### config.mk
export PLATFORM = sky130hd
export DESIGN_NAME = conversor_serpar
export DESIGN_NICKNAME = d
export VERILOG_FILES = /design/src/rtl/conversor_pkg.sv /design/src/rtl/conversor_shreg.sv /design/src/rtl/conversor_serpar.sv
export SDC_FILE = /design/constraint.sdc
export NUM_CORES = 1
export LEC_CHECK = 0
export CAP_MARGIN = 40
export CORE_MARGIN = 2
export CORE_UTILIZATION = 25
export CTS_CLUSTER_DIAMETER = 30
export DETAILED_ROUTE_END_ITERATION = 6
export PLACE_DENSITY = 0.47
export SYNTH_ARGS = -nofsm -noshare
export SYNTH_HDL_FRONTEND = slang
export SYNTH_SLANG_ARGS = --single-unit
### constraint.sdc
create_clock -name clk -period 5.7 [get_ports clk]
set_input_delay 1.14 -clock clk [delete_from_list [all_inputs] [get_ports clk]]
set_output_delay 1.14 -clock clk [all_outputs]
set_load 0.005 [all_outputs]
### src/rtl/conversor_pkg.sv
`default_nettype none
// ============================================================================
// Module  : conversor_pkg
// Brief   : Shared mode constants, FSM states and counter sizing.
// Revision: 1.0
// ============================================================================
package conversor_pkg;

  localparam logic MODE_S2P = 1'b0;
  localparam logic MODE_P2S = 1'b1;

  typedef enum logic [1:0] {
    IDLE      = 2'd0,
    S2P_SHIFT = 2'd1,
    P2S_SHIFT = 2'd2
  } state_t;

  // Wide enough to hold N, which also covers the extra parity slot.
  function automatic int cnt_width(input int n);
    return (n < 2) ? 1 : $clog2(n + 1);
  endfunction

endpackage
`default_nettype wire

### src/rtl/conversor_shreg.sv
`default_nettype none
// ============================================================================
// Module  : conversor_shreg
// Brief   : N-bit shift register with clear, parallel load and serial shift.
// Revision: 1.0
// ============================================================================
module conversor_shreg #(
  parameter int N         = 4,
  parameter bit MSB_FIRST = 1'b1
) (
  input  logic         clk,
  input  logic         rst_n,
  input  logic         clr,
  input  logic         load,
  input  logic [N-1:0] load_val,
  input  logic         shift,
  input  logic         ser_in,
  output logic [N-1:0] q_next,
  output logic         ser_bit
);

  logic [N-1:0] data_q;
  logic [N-1:0] data_d;
  logic [N-1:0] shifted;

  // The same shift direction serves both capture and transmit, so the first
  // serial bit always lands on / leaves from the configured end of the word.
  generate
    if (MSB_FIRST) begin : g_msb_first
      assign shifted = {data_q[N-2:0], ser_in};
      assign ser_bit = data_q[N-1];
    end else begin : g_lsb_first
      assign shifted = {ser_in, data_q[N-1:1]};
      assign ser_bit = data_q[0];
    end
  endgenerate

  always_comb begin
    data_d = data_q;
    if (clr) begin
      data_d = '0;
    end else if (load) begin
      data_d = load_val;
    end else if (shift) begin
      data_d = shifted;
    end
  end

  assign q_next = data_d;

  always_ff @(posedge clk or negedge rst_n) begin
    if (!rst_n) begin
      data_q <= '0;
    end else begin
      data_q <= data_d;
    end
  end

endmodule
`default_nettype wire

### src/rtl/conversor_serpar.sv
`default_nettype none
// ============================================================================
// Module  : conversor_serpar
// Brief   : Bidirectional serial/parallel converter with word-aligned sideband.
//           Define CONVERSOR_PARITY_EN to append/check an even-parity bit.
// Revision: 1.0
// ============================================================================
module conversor_serpar
  import conversor_pkg::*;
#(
  parameter int N         = 4,
  parameter bit MSB_FIRST = 1'b1,
  parameter int SIDE_W    = 3
) (
  input  logic              clk,
  input  logic              rst_n,
  input  logic              mode,
  input  logic              flush,
  input  logic              ser_in,
  input  logic              ser_en,
  output logic              ser_out,
  output logic              ser_out_en,
  input  logic [N-1:0]      par_in,
  input  logic              par_in_valid,
  output logic              par_in_ready,
  output logic [N-1:0]      par_out,
  output logic              par_out_valid,
  input  logic [SIDE_W-1:0] side_in,
  output logic [SIDE_W-1:0] side_out,
  output logic              par_err,
  output logic              busy
);

`ifdef CONVERSOR_PARITY_EN
  localparam int L = N + 1;
`else
  localparam int L = N;
`endif
  localparam int             CW       = cnt_width(N);
  localparam logic [CW-1:0]  CNT_LAST = CW'(L - 1);
  localparam logic [CW-1:0]  CNT_ONE  = CW'(1);
`ifdef CONVERSOR_PARITY_EN
  localparam logic [CW-1:0]  CNT_DATA = CW'(N);
`endif

  state_t              state_q, state_d;
  logic [CW-1:0]       cnt_q, cnt_d;
  logic [N-1:0]        par_out_q, par_out_d;
  logic                par_out_valid_q, par_out_valid_d;
  logic [SIDE_W-1:0]   side_out_q, side_out_d;
  logic [SIDE_W-1:0]   side_cap_q, side_cap_d;
  logic                rdy_en_q;
`ifdef CONVERSOR_PARITY_EN
  logic                par_bit_q, par_bit_d;
  logic                par_err_q, par_err_d;
`endif

  logic                sh_load;
  logic                sh_shift;
  logic                sh_bit;
  logic [N-1:0]        sh_next;
  logic                last_bit;
  logic                data_bit;
  logic                accept;

  assign last_bit = (cnt_q == CNT_LAST);
`ifdef CONVERSOR_PARITY_EN
  assign data_bit = (cnt_q < CNT_DATA);
`else
  assign data_bit = 1'b1;
`endif

  // rdy_en_q keeps ready low until the first edge after reset release.
  assign par_in_ready = rdy_en_q && !flush &&
                        ((state_q == IDLE) || ((state_q == P2S_SHIFT) && last_bit));
  assign accept       = par_in_valid && par_in_ready;

  conversor_shreg #(
    .N         (N),
    .MSB_FIRST (MSB_FIRST)
  ) u_shreg (
    .clk      (clk),
    .rst_n    (rst_n),
    .clr      (flush),
    .load     (sh_load),
    .load_val (par_in),
    .shift    (sh_shift),
    .ser_in   (ser_in),
    .q_next   (sh_next),
    .ser_bit  (sh_bit)
  );

  always_comb begin
    state_d         = state_q;
    cnt_d           = cnt_q;
    par_out_d       = par_out_q;
    par_out_valid_d = 1'b0;
    side_out_d      = side_out_q;
    side_cap_d      = side_cap_q;
    sh_load         = 1'b0;
    sh_shift        = 1'b0;
`ifdef CONVERSOR_PARITY_EN
    par_bit_d       = par_bit_q;
    par_err_d       = 1'b0;
`endif
    if (flush) begin
      state_d = IDLE;
      cnt_d   = '0;
    end else begin
      case (state_q)
        IDLE: begin
          if ((mode == MODE_S2P) && ser_en) begin
            sh_shift   = 1'b1;
            side_cap_d = side_in;
            cnt_d      = CNT_ONE;
            state_d    = S2P_SHIFT;
          end else if ((mode == MODE_P2S) && accept) begin
            sh_load    = 1'b1;
            side_out_d = side_in;
            cnt_d      = '0;
            state_d    = P2S_SHIFT;
`ifdef CONVERSOR_PARITY_EN
            par_bit_d  = ^par_in;
`endif
          end
        end
        S2P_SHIFT: begin
          if (ser_en) begin
            sh_shift = data_bit;
            if (cnt_q == '0) begin
              side_cap_d = side_in;
            end
            if (last_bit) begin
              // The parity slot does not shift, so sh_next is the data word.
              cnt_d           = '0;
              par_out_d       = sh_next;
              side_out_d      = side_cap_q;
              par_out_valid_d = 1'b1;
`ifdef CONVERSOR_PARITY_EN
              par_err_d       = (^sh_next) ^ ser_in;
`endif
            end else begin
              cnt_d = cnt_q + CNT_ONE;
            end
          end else if (cnt_q == '0) begin
            state_d = IDLE;
          end
        end
        P2S_SHIFT: begin
          if (last_bit) begin
            cnt_d = '0;
            if (accept) begin
              sh_load    = 1'b1;
              side_out_d = side_in;
`ifdef CONVERSOR_PARITY_EN
              par_bit_d  = ^par_in;
`endif
            end else begin
              state_d = IDLE;
            end
          end else begin
            sh_shift = data_bit;
            cnt_d    = cnt_q + CNT_ONE;
          end
        end
        default: begin
          state_d = IDLE;
          cnt_d   = '0;
        end
      endcase
    end
  end

  always_ff @(posedge clk or negedge rst_n) begin
    if (!rst_n) begin
      state_q         <= IDLE;
      cnt_q           <= '0;
      par_out_q       <= '0;
      par_out_valid_q <= 1'b0;
      side_out_q      <= '0;
      side_cap_q      <= '0;
      rdy_en_q        <= 1'b0;
`ifdef CONVERSOR_PARITY_EN
      par_bit_q       <= 1'b0;
      par_err_q       <= 1'b0;
`endif
    end else begin
      state_q         <= state_d;
      cnt_q           <= cnt_d;
      par_out_q       <= par_out_d;
      par_out_valid_q <= par_out_valid_d;
      side_out_q      <= side_out_d;
      side_cap_q      <= side_cap_d;
      rdy_en_q        <= 1'b1;
`ifdef CONVERSOR_PARITY_EN
      par_bit_q       <= par_bit_d;
      par_err_q       <= par_err_d;
`endif
    end
  end

  assign ser_out_en    = (state_q == P2S_SHIFT);
`ifdef CONVERSOR_PARITY_EN
  assign ser_out       = (state_q == P2S_SHIFT) && (data_bit ? sh_bit : par_bit_q);
  assign par_err       = par_err_q;
`else
  assign ser_out       = (state_q == P2S_SHIFT) && sh_bit;
  assign par_err       = 1'b0;
`endif
  assign par_out       = par_out_q;
  assign par_out_valid = par_out_valid_q;
  assign side_out      = side_out_q;
  assign busy          = (state_q != IDLE);

endmodule
`default_nettype wire

==> metrics.md, run 1 <==
| Metric | Value |
|---|---|
| FFs w/ async S/R, synth | 100% |
| Detailed Route Iter0 Violations | 27 |
| Clock tree from TritonCTS | built |
| Type of element launching the critical path | input pin |
| Via count of the first global-routing pass | 1069 |
| Area of the placeable core | 0.00469 mm² |
| Clock skew | 0.00119 ns |
| Final layout net count | 171 |
| Tightest Hold Check Type | reg2reg |
| Top FF cell, synth | sky130_fd_sc_hd__dfrtp_1 |
| Setup repair bufs after CTS | 0 |
| Starting density of the core | 25.8% |
| Number of storage elements in the synthesis netlist | 21 |
| Share of the yosys chip area belonging to registers | 43.3% |
| Fraction of layout instances using a drive strength above 1 | 8.72% |
| Number of antenna violations at the first check in global routing | 0 |
| ANT nets after route | 0 |
| Die area | 0.00542 mm² |
| Worst-Skew Late Latency | 0.26 ns |
| Area share of and/or/nand/nor cells after synthesis | 19.4% |
| Placed instance area | 0.00153 mm² |
| Avg WL per Cell | 14.4 µm |
| Share of cell area taken by muxes after synthesis | 10.8% |
| Layout filler cell count | 489 |
| Number of hold buffers added after CTS | 0 |
| Count of different cell masters after synthesis | 34 |
| Resize count post-CTS | 0 |
| Vertical die dimension | 73.6 µm |
| Number of failing setup endpoints in the final timing report | 0 |
| Worst VDD drop | 0.000125 V |
| Total I/O pin count | 27 |
| Count of antenna diodes in the layout | 0 |
| Die extent in x | 73.6 µm |
| Total number of placement rows | 25 |
| Static leakage power | 0.000684 µW |
| Total CTS buffers | 3 |
| Number of pins with negative max-slew slack in the final report | 0 |
| Largest family of logic cells by synthesized area | simple AND/OR/NAND/NOR gates |
| Post-layout minimum cycle time | 3.70 ns |
| Cell count after synthesis | 122 |
| Final Total Pwr | 380 µW |
| Max-cap check violation count | 0 |
| Power per cell area | 241 mW/mm² |
| Sinks on Clock Net | 21 |
| Count of final hold-check violations | 0 |
| Port bufs | 25 |
| Area delta synth->final | 29.8% |
| Critical path required time | 4.56 ns |
| EDFF count, synth | 0 |
| Grt total ovfl | 0 |
| Crit Path Category | in2out |
| Wire length of the first global-routing pass | 5.04 mm |
| Post-synth net total | 143 |
| Setup crit end kind | output pin |
| Root buffer cell | sky130_fd_sc_hd__clkbuf_8 |
| Routed WL | 2.93 mm |
| Maximum number of pins on one net before global-route repair | 15 |
| Combined area of all synthesized cells | 0.00121 mm² |
| CTS max path bufs | 2 |
| Fin Setup TNS | 0 ns |
| CTS clock-pin slew for the worst setup and hold paths | 0.08 ns |
| Worst Path Max Fanout | 12 |
| Synthesized-area fraction occupied by adder cells | 7.22% |
| Mean area per synthesized cell | 9.94 µm² |
| Finished Cell Area | 0.00157 mm² |
| RD Place Congestion | 0.850 |
| Overall fraction of global-route tracks in use | 12.3% |
| Status | finished clean |
| Setup repair after global routing missed its margin | no |
| Synth Area in Compound Gates | 15.4% |
| Post-synthesis share of cell area spent on xor and xnor gates | 0% |
| 1st-pass router iterations | 4 |
| Maximum operating frequency | 270 MHz |
| Detailed Place HPWL | 2.33 mm |
| Level count of the clock H-tree | 1 |
| Vias per cell | 4.84 |
| Total number of yosys warnings | 0 |
| DRC viols | 0 |
| Min Hold Slack | 0.476 ns |
| Number of vias in the routed layout | 982 |
| Data arrival time of the worst path | 2.56 ns |
| Final cycle utilization of the critical path | 65.0% |
-- worst max-delay path: stages --
cell and delay [ns]:
sky130_fd_sc_hd__clkdlybuf4s50_1 0.63, sky130_fd_sc_hd__and3b_1 0.30, sky130_fd_sc_hd__clkdlybuf4s50_1 0.49
-- cell usage after synthesis (2+ instances only) --
cell type | count | area share (%)
sky130_fd_sc_hd__mux2_2 | 6 | 5.6
sky130_fd_sc_hd__mux2i_1 | 3 | 2.5
sky130_fd_sc_hd__nand3_1 | 3 | 1.2
sky130_fd_sc_hd__a21oi_1 | 3 | 1.2
sky130_fd_sc_hd__o31ai_1 | 4 | 2.5
sky130_fd_sc_hd__nor3_1 | 5 | 2.1
sky130_fd_sc_hd__o21ai_0 | 4 | 1.7
sky130_fd_sc_hd__nor2b_1 | 3 | 1.5
sky130_fd_sc_hd__a211oi_1 | 3 | 1.9
sky130_fd_sc_hd__and3b_1 | 2 | 1.4
sky130_fd_sc_hd__nand2b_1 | 3 | 1.5
sky130_fd_sc_hd__and2_1 | 3 | 1.5
sky130_fd_sc_hd__conb_1 | 2 | 0.62
sky130_fd_sc_hd__ha_1 | 7 | 7.2
sky130_fd_sc_hd__nor2_1 | 7 | 2.2
sky130_fd_sc_hd__dfrtp_1 | 21 | 43
sky130_fd_sc_hd__mux2_1 | 3 | 2.8
sky130_fd_sc_hd__o21a_1 | 6 | 3.7
sky130_fd_sc_hd__inv_1 | 6 | 1.9
sky130_fd_sc_hd__nand2_1 | 14 | 4.3
-- cells by family after synthesis --
group / after synthesis
fa+ha+maj: 7
simple gates: 46
compound gates: 25
flops: 21
buf+inv: 9
mux: 12
other cells: 2
-- layout make-up --
type	count	area, µm²	share of cell area (%)
multi-input combinational	92	648	41.2
sequential	21	526	33.4
timing repair buffer	26	265	16.9
tap	54	67.6	4.29
clock buffer	4	45.0	2.86
inverter	6	22.5	1.43
-- state kept, by name, indices dropped and copies added, names as in the netlist --
name and count:
cnt_q 3, par_out 4, par_out_valid 1, rdy_en_q 1, side_cap_q 3, side_out 3
state_q 2, u_shreg.data_q 4
-- report_power, final --
group / switching, µW / internal, µW
combinational: 42.0 / 57.1
sequential: 11.5 / 170
clock: 49.1 / 49.8
total: 103 / 277
-- metal layers --
metal | track usage [%] | wire, µm
met4 | 5.25 | 37
met5 | 0 | 0
met3 | 3.57 | 144
met1 | 15.3 | 1380
met2 | 19.9 | 1360
-- worst paths after layout --
check / slack (ns) / endpoint / depth (start not counted) / startpoint
max: 2.00 / par_in_ready / 3 / flush
min: 0.48 / par_out[0]$_DFFE_PN0P_ / 2 / par_out[0]$_DFFE_PN0P_
max reg2reg: 3.54 / side_out[1]$_DFFE_PN0P_ / 7 / state_q[0]$_DFFE_PN0P_
min reg2reg: 0.48 / par_out[0]$_DFFE_PN0P_ / 2 / par_out[0]$_DFFE_PN0P_
max in group asynchronous: 4.07 / side_out[0]$_DFFE_PN0P_ / 2 / rst_n
min in group asynchronous: 1.19 / par_out[1]$_DFFE_PN0P_ / 1 / rst_n
-- cells in the final DEF (no fill, tap or decap), drive strengths merged --
cell type and count:
a211oi 4, a21oi 3, a221oi 1, a32o 1
and2 3, and3 1, and3b 2, buf 1
clkbuf 4, clkdlybuf4s50 25, conb 2, dfrtp 21
ha 7, inv 6, mux2 9, mux2i 3
nand2 14, nand2b 3, nand3 3, nand3b 1
nand4 1, nand4b 1, nor2 8, nor2b 3
nor3 5, nor3b 1, o211a 1, o21a 6
o21ai 4, o22ai 1, o31ai 4
-- metrics by stage --
step	util, %	setup WS, ns	std cells
floorplan	-	2.96	122
global placement	32.3	2.01	198
detailed placement	32.6	2.00	199
CTS	33.5	2.00	203
global route	33.5	1.92	203
finish	33.5	2.00	203
Power figures use the tool's default switching activity.
==> inputs of run 2 (changes only) <==
Settings changed: PLACE_DENSITY 0.47 to 0.49.
Clock period 5.7 ns to 3.05 ns, I/O delays scaled along.
==> metrics.md, run 2 (synthesis results as in run 1) <==
| Metric | Value |
|---|---|
| Status | finished clean |
| Worst Path Max Fanout | 7 (-5) |
| Max-cap check violation count | 0 (unchanged) |
| Setup repair after global routing missed its margin | no |
| Number of vias in the routed layout | 950 (-3.3%) |
| 1st-pass router iterations | 4 (unchanged) |
| Type of element launching the critical path | flop |
| Number of failing setup endpoints in the final timing report | 0 (unchanged) |
| Most frequent standard cell in the layout excluding fill and tap cells | sky130_fd_sc_hd__clkdlybuf4s50_1 |
| Worst-Skew Late Latency | 0.26 ns (about the same) |
| Detailed Place HPWL | 2.15 mm (-7.6%) |
| CP bufs+invs | 2 (unchanged) |
| Setup repair bufs after CTS | 0 (unchanged) |
| Vertical die dimension | 73.6 µm (unchanged) |
| Final cycle utilization of the critical path | 86.1% |
| Starting density of the core | 25.8% (unchanged) |
| Vias per cell | 4.68 (-3.3%) |
| DRC viols | 0 (unchanged) |
| Fraction of layout instances using a drive strength above 1 | 8.72% (unchanged) |
| Die area | 0.00542 mm² (unchanged) |
| ANT nets after route | 0 (unchanged) |
| Cell-by-cell listing of the critical path | inv_1 > ha_1 > nand3b_1 > nand2_1 > and3b_1 > clkdlybuf4s50_1 |
| Static leakage power | 0.000682 µW (-0.38%) |
| Post-layout minimum cycle time | 2.63 ns |
| Fin Setup TNS | 0 ns (unchanged) |
| Detailed Route Iter0 Violations | 45 (+67%) |
| Resize count post-CTS | 0 (unchanged) |
| Clock tree from TritonCTS | built |
| Area delta synth->final | 29.2% |
| Data arrival time of the worst path | 2.02 ns (-0.54 ns) |
| Critical path's top delay family | buffers and inverters |
| Clock skew | 0.00387 ns (+0.00268 ns) |
| Avg WL per Cell | 13.5 µm (-6.6%) |
| Critical path required time | 2.44 ns (-2.12 ns) |
| Level count of the clock H-tree | 1 (unchanged) |
| Area of the placeable core | 0.00469 mm² (unchanged) |
| Count of final hold-check violations | 0 (unchanged) |
| Via count of the first global-routing pass | 968 (-9.4%) |
| Count of antenna diodes in the layout | 0 (unchanged) |
| Number of pins with negative max-slew slack in the final report | 0 (unchanged) |
| CTS max path bufs | 2 (unchanged) |
| Number of antenna violations at the first check in global routing | 0 (unchanged) |
| Total CTS buffers | 3 (unchanged) |
| Maximum number of pins on one net before global-route repair | 22 (+7) |
| Crit Path Category | reg2out |
| Min Hold Slack | 0.488 ns (+0.0123 ns) |
| Final core utilization | 33.4% (-0.16 points) |
| Grt total ovfl | 0 (unchanged) |
| Tightest Hold Check Type | reg2reg |
| Number of hold buffers added after CTS | 0 (unchanged) |
| Finished Cell Area | 0.00157 mm² (-0.48%) |
| Root buffer cell | sky130_fd_sc_hd__clkbuf_8 |
| RD Place Congestion | 0.848 (-0.25%) |
| CTS clock-pin slew for the worst setup and hold paths | 0.07 ns (about the same) |
| Wire length of the first global-routing pass | 4.61 mm (-8.5%) |
| Sinks on Clock Net | 21 (unchanged) |
| Largest stage delay, worst path | 0.49 ns (-0.14 ns) |
| Total number of placement rows | 25 (unchanged) |
| Setup crit end kind | output pin |
| Die extent in x | 73.6 µm (unchanged) |
| Final Total Pwr | 701 µW (+85%) |
| Port bufs | 25 (unchanged) |
| Worst VDD drop | 0.000254 V (+100%) |
| Critical-path cell with the highest stage delay | sky130_fd_sc_hd__clkdlybuf4s50_1 |
| Leading cell types in the layout, fill and taps excluded | 25 x sky130_fd_sc_hd__clkdlybuf4s50_1, 21 x sky130_fd_sc_hd__dfrtp_1, 14 x sky130_fd_sc_hd__nand2_1 |
| Placed instance area | 0.00152 mm² (-0.49%) |
| Overall fraction of global-route tracks in use | 11.1% (-1.2 points) |
| Power per cell area | 448 mW/mm² (+86%) |
| Total I/O pin count | 27 (unchanged) |
| Maximum operating frequency | 381 MHz |
| Final layout net count | 171 (unchanged) |
| Routed WL | 2.73 mm (-6.6%) |
[run 2: changes by cell type in the layout (fill, tap and decap cells not counted)]
cell and change:
sky130_fd_sc_hd__buf_4 +1, sky130_fd_sc_hd__buf_8 -1
[run 2: cell type report]
type / count / area, µm²
inverter: 6 / 22.5
timing repair buffer: 26 / 258
tap: 54 / 67.6
fill: 485 / 3130
multi-input combinational: 92 / 648
sequential: 21 / 526
clock buffer: 4 / 45.0
[run 2: through the flow]
| step | setup slack [ns] | std cells |
|---|---|---|
| after floorplan | 1.21 | 122 |
| after global placement | 0.344 | 199 |
| after detailed placement | 0.309 | 199 |
| after CTS | 0.385 | 203 |
| after global routing | 0.246 | 203 |
| final | 0.424 | 203 |
[run 2: final timing paths]
kind | from | to | slack (ns) | cells past startpoint
worst max-delay path | state_q[0]$_DFFE_PN0P_ | par_in_ready | 0.42 | 6
worst min-delay path | par_out[3]$_DFFE_PN0P_ | par_out[3]$_DFFE_PN0P_ | 0.49 | 2
worst max register to register | state_q[0]$_DFFE_PN0P_ | side_out[1]$_DFFE_PN0P_ | 0.92 | 7
worst min register to register | par_out[3]$_DFFE_PN0P_ | par_out[3]$_DFFE_PN0P_ | 0.49 | 2
max in group asynchronous | rst_n | state_q[1]$_DFFE_PN0P_ | 2.14 | 2
min in group asynchronous | rst_n | par_out[1]$_DFFE_PN0P_ | 0.69 | 2
[run 2: power by group]
| part | switching (µW) | internal, µW | leakage (µW) |
|---|---|---|---|
| sequential | 21.3 | 318 | 0.000276 |
| combinational | 76.9 | 106 | 0.000383 |
| clock | 86.0 | 92.9 | 0.0000228 |
| total | 184 | 517 | 0.000682 |
[run 2: worst reg2reg max path, delay by kind of cell (launching register included)]
kind            cells  cell delay (ns)
fa+ha+maj           1             0.30
compound gates      1             0.45
flops               1             0.41
mux                 1             0.37
simple gates        3             0.37
buf+inv             1             0.11
[run 2: layer usage]
layer  global-route usage, %  share of wire (%)
met2                    17.8                 47
met5                       0                  0
met3                    3.16                4.9
met4                    4.04                1.7
met1                    14.4                 47
